<file path="src/rtl/cmos_capture_pack.sv">
// CMOS camera capture front end: start-up frame discard, frame skipping,
// camera-byte to pixel-word packing and per-frame line/frame geometry checking.
module cmos_capture_pack #(
    parameter int DATA_W      = 8,
    parameter int PIX_W       = 16,
    parameter int WAIT_FRAMES = 10,
    parameter int CNT_W       = 13
) (
    input  logic              cam_pclk,
    input  logic              rst_n,
    input  logic              capture_start,
    input  logic              cam_vsync,
    input  logic              cam_href,
    input  logic [DATA_W-1:0] cam_data,
    input  logic              mode,
    input  logic [3:0]        skip_n,
    input  logic [CNT_W-1:0]  h_pixel,
    input  logic [CNT_W-1:0]  v_pixel,
    output logic              cmos_frame_vsync,
    output logic              cmos_frame_href,
    output logic              cmos_frame_valid,
    output logic [PIX_W-1:0]  cmos_frame_data,
    output logic              frame_done,
    output logic              frame_err,
    output logic [7:0]        frame_cnt
);

    localparam int PACK = PIX_W / DATA_W;
    localparam int BC_W = (PACK > 1) ? $clog2(PACK) : 1;
    localparam int WC_W = $clog2(WAIT_FRAMES + 2);
    localparam int SH_W = (PACK > 1) ? (PIX_W - DATA_W) : DATA_W;

    typedef enum logic {S_WAIT, S_RUN} state_t;

    state_t state_q, state_d;

    logic              vsyncD0_q, vsyncD1_q, hrefD0_q, hrefD1_q;
    logic [DATA_W-1:0] dataD0_q;
    logic              fs, le, gateOn;

    logic [WC_W-1:0]   waitCnt_q, waitCnt_d;
    logic [3:0]        skipCnt_q, skipCnt_d;
    logic              keep_q, keep_d;
    logic [BC_W-1:0]   byteCnt_q, byteCnt_d;
    logic [SH_W-1:0]   shift_q, shift_d;
    logic [PIX_W-1:0]  packNext;
    logic              rawValid;
    logic [PIX_W-1:0]  rawData;
    logic              valid_q, valid_d;
    logic [PIX_W-1:0]  data_q, data_d;
    logic [CNT_W-1:0]  pixCnt_q, pixCnt_d, lineCnt_q, lineCnt_d;
    logic              err_q, err_d;
    logic              frameDone_q, frameDone_d, frameErr_q, frameErr_d;
    logic [7:0]        frameCnt_q, frameCnt_d;

    assign fs = vsyncD0_q && !vsyncD1_q;
    assign le = !hrefD0_q && hrefD1_q;

    // Earlier bytes of a group sit in the upper bits, so the first byte ends up in the MSBs.
    generate
        if (PACK > 1) begin : g_pack
            assign packNext = {shift_q, dataD0_q};
        end else begin : g_nopack
            assign packNext = dataD0_q;
        end
    endgenerate

    always_ff @(posedge cam_pclk or negedge rst_n) begin
        if (!rst_n) begin
            state_q <= S_WAIT;
        end else begin
            state_q <= state_d;
        end
    end

    always_comb begin
        state_d = state_q;
        if (!capture_start) begin
            state_d = S_WAIT;
        end else if (state_q == S_WAIT && fs && waitCnt_q == WC_W'(WAIT_FRAMES)) begin
            state_d = S_RUN;
        end
    end

    always_comb begin
        gateOn           = (state_q == S_RUN) && keep_q;
        cmos_frame_vsync = gateOn && vsyncD1_q;
        cmos_frame_href  = gateOn && hrefD1_q;
    end

    always_comb begin
        waitCnt_d   = waitCnt_q;
        skipCnt_d   = skipCnt_q;
        keep_d      = keep_q;
        byteCnt_d   = byteCnt_q;
        shift_d     = shift_q;
        rawValid    = 1'b0;
        rawData     = '0;
        pixCnt_d    = pixCnt_q;
        lineCnt_d   = lineCnt_q;
        err_d       = err_q;
        frameDone_d = 1'b0;
        frameErr_d  = 1'b0;
        frameCnt_d  = frameCnt_q;

        if (hrefD0_q) begin
            if (mode) begin
                rawValid  = 1'b1;
                rawData   = PIX_W'(dataD0_q);
                byteCnt_d = '0;
            end else begin
                shift_d = packNext[SH_W-1:0];
                if (byteCnt_q == BC_W'(PACK - 1)) begin
                    rawValid  = 1'b1;
                    rawData   = packNext;
                    byteCnt_d = '0;
                end else begin
                    byteCnt_d = byteCnt_q + 1'b1;
                end
            end
        end else begin
            byteCnt_d = '0;
        end

        valid_d = rawValid && gateOn;
        data_d  = valid_d ? rawData : '0;

        if (valid_d && pixCnt_q != '1) begin
            pixCnt_d = pixCnt_q + 1'b1;
        end
        if (le && gateOn) begin
            lineCnt_d = lineCnt_q + 1'b1;
            pixCnt_d  = '0;
            if (pixCnt_q != h_pixel) begin
                err_d = 1'b1;
            end
        end

        // Dropping capture_start outranks a coincident frame start, so the interrupted frame never reports.
        if (!capture_start) begin
            waitCnt_d = '0;
            skipCnt_d = '0;
            keep_d    = 1'b0;
            pixCnt_d  = '0;
            lineCnt_d = '0;
            err_d     = 1'b0;
        end else if (fs) begin
            if (state_q == S_WAIT) begin
                if (waitCnt_q == WC_W'(WAIT_FRAMES)) begin
                    keep_d    = 1'b1;
                    skipCnt_d = (skip_n == 4'd0) ? 4'd0 : 4'd1;
                end else begin
                    waitCnt_d = waitCnt_q + 1'b1;
                end
            end else begin
                if (keep_q && lineCnt_q != '0) begin
                    frameDone_d = 1'b1;
                    frameErr_d  = err_q || (lineCnt_q != v_pixel);
                    frameCnt_d  = frameCnt_q + 8'd1;
                end
                keep_d    = (skipCnt_q == 4'd0);
                skipCnt_d = (skipCnt_q == skip_n) ? 4'd0 : skipCnt_q + 4'd1;
            end
            pixCnt_d  = '0;
            lineCnt_d = '0;
            err_d     = 1'b0;
        end
    end

    always_ff @(posedge cam_pclk or negedge rst_n) begin
        if (!rst_n) begin
            vsyncD0_q   <= 1'b0;
            vsyncD1_q   <= 1'b0;
            hrefD0_q    <= 1'b0;
            hrefD1_q    <= 1'b0;
            dataD0_q    <= '0;
            waitCnt_q   <= '0;
            skipCnt_q   <= '0;
            keep_q      <= 1'b0;
            byteCnt_q   <= '0;
            shift_q     <= '0;
            valid_q     <= 1'b0;
            data_q      <= '0;
            pixCnt_q    <= '0;
            lineCnt_q   <= '0;
            err_q       <= 1'b0;
            frameDone_q <= 1'b0;
            frameErr_q  <= 1'b0;
            frameCnt_q  <= '0;
        end else begin
            vsyncD0_q   <= cam_vsync;
            vsyncD1_q   <= vsyncD0_q;
            hrefD0_q    <= cam_href;
            hrefD1_q    <= hrefD0_q;
            dataD0_q    <= cam_data;
            waitCnt_q   <= waitCnt_d;
            skipCnt_q   <= skipCnt_d;
            keep_q      <= keep_d;
            byteCnt_q   <= byteCnt_d;
            shift_q     <= shift_d;
            valid_q     <= valid_d;
            data_q      <= data_d;
            pixCnt_q    <= pixCnt_d;
            lineCnt_q   <= lineCnt_d;
            err_q       <= err_d;
            frameDone_q <= frameDone_d;
            frameErr_q  <= frameErr_d;
            frameCnt_q  <= frameCnt_d;
        end
    end

    assign cmos_frame_valid = valid_q;
    assign cmos_frame_data  = data_q;
    assign frame_done       = frameDone_q;
    assign frame_err        = frameErr_q;
    assign frame_cnt        = frameCnt_q;

endmodule

</file>
<file path="config.mk">
export PLATFORM = sky130hd
export DESIGN_NAME = cmos_capture_pack
export DESIGN_NICKNAME = d
export VERILOG_FILES = /design/src/rtl/cmos_capture_pack.sv
export SDC_FILE = /design/constraint.sdc
export NUM_CORES = 1
export LEC_CHECK = 0
export ABC_AREA = 1
export CORE_MARGIN = 1.5
export CORE_UTILIZATION = 45
export DETAILED_ROUTE_END_ITERATION = 16
export GPL_TIMING_DRIVEN = 0
export PLACE_DENSITY = 0.69
export SLEW_MARGIN = 40
export SYNTH_ARGS = -nofsm -noshare
export SYNTH_HDL_FRONTEND = slang
export SYNTH_SLANG_ARGS = --single-unit
</file>
<file path="constraint.sdc">
create_clock -name cam_pclk -period 1.8 [get_ports cam_pclk]
set_clock_uncertainty 0.2 [all_clocks]
set_input_delay 0.36 -clock cam_pclk [delete_from_list [all_inputs] [get_ports cam_pclk]]
set_output_delay 0.36 -clock cam_pclk [all_outputs]
set_load 0.01 [all_outputs]
</file>
==> impl_metrics.py <==
metrics = {
    "sta": {
        "setup_ws_ps": 35.6,
        "min_period_ps": 1760,
        "maxSlewViolCount": 0,
        "setup_viol": 0,
        "rsz0062_at_grt": "yes",
        "fin_crit_sh": 0.980,
        "tightest_slew_ps": 461,
        "maxSlewHeadroom": 0.690,
        "hold_viol": 0,
        "max_freq_mhz": 567,
    },
    "clock_network": {
        "htreeDepth": 3,
        "cts_tree": "yes",
        "numClockSinks": 85,
        "cts_buffers": 9,
        "clk_pin_slew_ps": 110,
        "cts_root_buf": "clkbuf_8",
        "clkLatencyLatePin_ps": 370,
        "clockBufferDepth": 2,
    },
    "setup_path": {
        "crit_slowest_cell": "dfrtp_1",
        "critPathBufInv": 1,
        "crit_chain": "nand2_4 > nor2_4 > buf_2",
        "crit_type": "register to output port",
        "end_kind": "output port",
        "cp_max_fo": 5,
        "worstPathArrival_ps": 1200,
        "critPathLaunchType": "register",
        "critPathTopFamily": "flip-flops",
        "crit_required_ps": 1240,
        "r2r-start": "state_q$_DFFE_PN0P_",
        "crit_start": "state_q$_DFFE_PN0P_",
        "crit_path_max_incr_delay_ps": 430,
    },
    "logic_synthesis": {
        "ys_seq_area_frac": 0.494,
        "ys_top_cells_by_area": "dfrtp_1 (49%), nand2_1 (12%), nor2_1 (5.9%)",
        "synthCells": 537,
        "synth_nets": 589,
        "ys.flop_type": "dfrtp_1",
        "ys_async_sr_fraction": 1.00,
        "syn_area_per_cell_um2": 8.02,
        "synth_cell_types": 28,
        "synth_edf_count": 0,
        "synth_largest_area_cell": "dfrtp_1",
        "synth_area_mm2": 0.00431,
        "yosysWarnings": 0,
        "synth-seq-cells": 85,
        "synth_top_area_frac": 0.494,
    },
    "route": {
        "wl_per_cell_um": 12.9,
        "drt_iter0_markers": 179,
        "antenna_left": 0,
        "routed-via-count": 3825,
        "viasPerCell": 4.90,
        "drtPass1Iterations": 4,
        "routed_wl_um": 10100,
        "drc": 0,
    },
    "global_route": {
        "antenna_found_initial": 0,
        "grt_max_degree": 56,
        "track_usage": 0.209,
        "grt_pass1_wl_um": 16800,
        "first_global_vias": 3826,
        "grt_overflow": 0,
    },
    "floorplan": {
        "start_util": 0.466,
        "core-area_mm2": 0.00924,
        "die_area_mm2": 0.0102,
        "io_pins": 73,
        "num_rows": 35,
        "fp.dieW_um": 101,
        "die_h_um": 101,
    },
    "cells_and_area": {
        "drive_gt1_frac": 0.127,
        "area_delta_synth_final_pct": 32.3,
        "num-nets-final": 698,
        "num_antenna_cells": 0,
    },
    "placed_design": {
        "place.gp.congestion": 0.886,
        "dp_hpwl_um": 7140,
        "portBuffers": 72,
        "pre_cts_slack_ps": -575,
    },
    "run": {
        "cap_violations": 0,
    },
    "pwr": {
        "peakVddDrop_mv": 0.421,
        "power_mw": 3.80,
        "power_per_cell_area_mw_per_mm2": 667,
        "leakage_nw": 2.84,
    },
    "worst_hold_path": {
        "min-delay-path-class": "input port to register",
        "min-delay-start": "cam_data[3]",
    },
    "outcome": {
        "outcome": "finished, final reports clean",
    },
}
## cell usage after synthesis (3+ instances only)
cell type,n
dfrtp_1,85
nor3_1,11
a21oi_1,11
nor3b_1,8
inv_1,67
nand4_1,19
buf_2,3
ha_1,8
xor2_1,8
nor2_1,68
nand2_2,6
nor2_4,3
xnor2_1,15
o21ai_0,37
nand3_1,35
nand2_1,136
## sequential cells by signal, indices dropped and copies added, names as in the netlist, 4 cells and up
register,count
shift_q,8
lineCnt_q,13
waitCnt_q,4
dataD0_q,8
pixCnt_q,13
skipCnt_q,4
cmos_frame_data,16
frame_cnt,8
## worst reg2reg max path: stages, from the launching register on
cell and delay [ps]:
dfrtp_1 430, nand2_4 130, nor2_4 130, nand2_4 100
nand2_4 130, clkinvlp_4 200, buf_4 190, nand2_1 40
o21ai_0 70
## area by class of cell
cell class	count	area, um2
fill	848	3540
sequential	85	2130
multi-input combinational	377	1980
timing repair buffer	97	892
inverter	70	274
tap	129	161
clock buffer	9	124
clock inverter	7	88.8
buffer	6	47.5
## stage by stage
stage / utilization / cells / instance area, um2 / TNS (ps) / hold slack [ps]
after floorplan: - / 537 / 4310 / 0 / -136
after global placement: 0.562 / 738 / 5190 / -264490 / 187
after detailed placement: 0.565 / 739 / 5220 / -16690 / 58.9
after CTS: 0.595 / 764 / 5500 / 0 / 194
after global routing: 0.617 / 780 / 5700 / -38.3 / 192
final: 0.617 / 780 / 5700 / 0 / 213
## where the power goes
part           switching [mW]  leakage [nW]  internal, mW
Combinational           0.197          1.61         0.196
Clock                   0.838         0.106         0.563
Sequential             0.0425          1.12          1.97
## what timing repair did
action	4_1_cts	5_1_grt
hold buffers	1	0
gates resized for setup	48	24
hold endpoints to repair	45	0
buffers inserted	8	15
cloned	0	1
pin swaps	2	7
endpoints found under the setup margin	49	35
## layout by cell type, fill, tap and decap left out, types with 11 or more instances in the layout
master and instances:
nand2_1 134, dfrtp_1 81, nor2_1 63, inv_1 62
clkdlybuf4s50_1 42, o21ai_0 37, nand3_1 35, dlygate4sd2_1 26
buf_4 23, nand4_1 19, xnor2_1 15, a21oi_1 11
## metal layers
layer  GRT usage  wire length, um  up-vias
li1            -                -     1936
met1       0.263             4460     1781
met2       0.353             4900       95
met3      0.0555              563       13
met4      0.0607              120        0
met5           0                0        -
## cells by family (layout without fill, tap and decap cells)
logic type	after synthesis	count (layout)	share of synthesized area
compound gates	56	56	0.0685
xor+xnor	23	23	0.0467
fa+ha+maj	8	8	0.0232
buf+inv	76	189	0.0706
flops	85	85	0.494
simple gates	289	290	0.297
## worst paths after layout
kind                                                  to  slack [ps]  depth (start not counted)
worst max-delay path                     cmos_frame_href          40                          3
worst min-delay path               dataD0_q[3]$_DFF_PN0_         210                          1
worst max register to register  lineCnt_q[7]$_DFFE_PN0P_          70                          8
worst min register to register       vsyncD1_q$_DFF_PN0_         220                          0
max in group asynchronous       lineCnt_q[0]$_DFFE_PN0P_         580                          3
min in group asynchronous       skipCnt_q[2]$_DFFE_PN0P_         230                          2
Note: power is estimated with default switching activity, not from simulation.
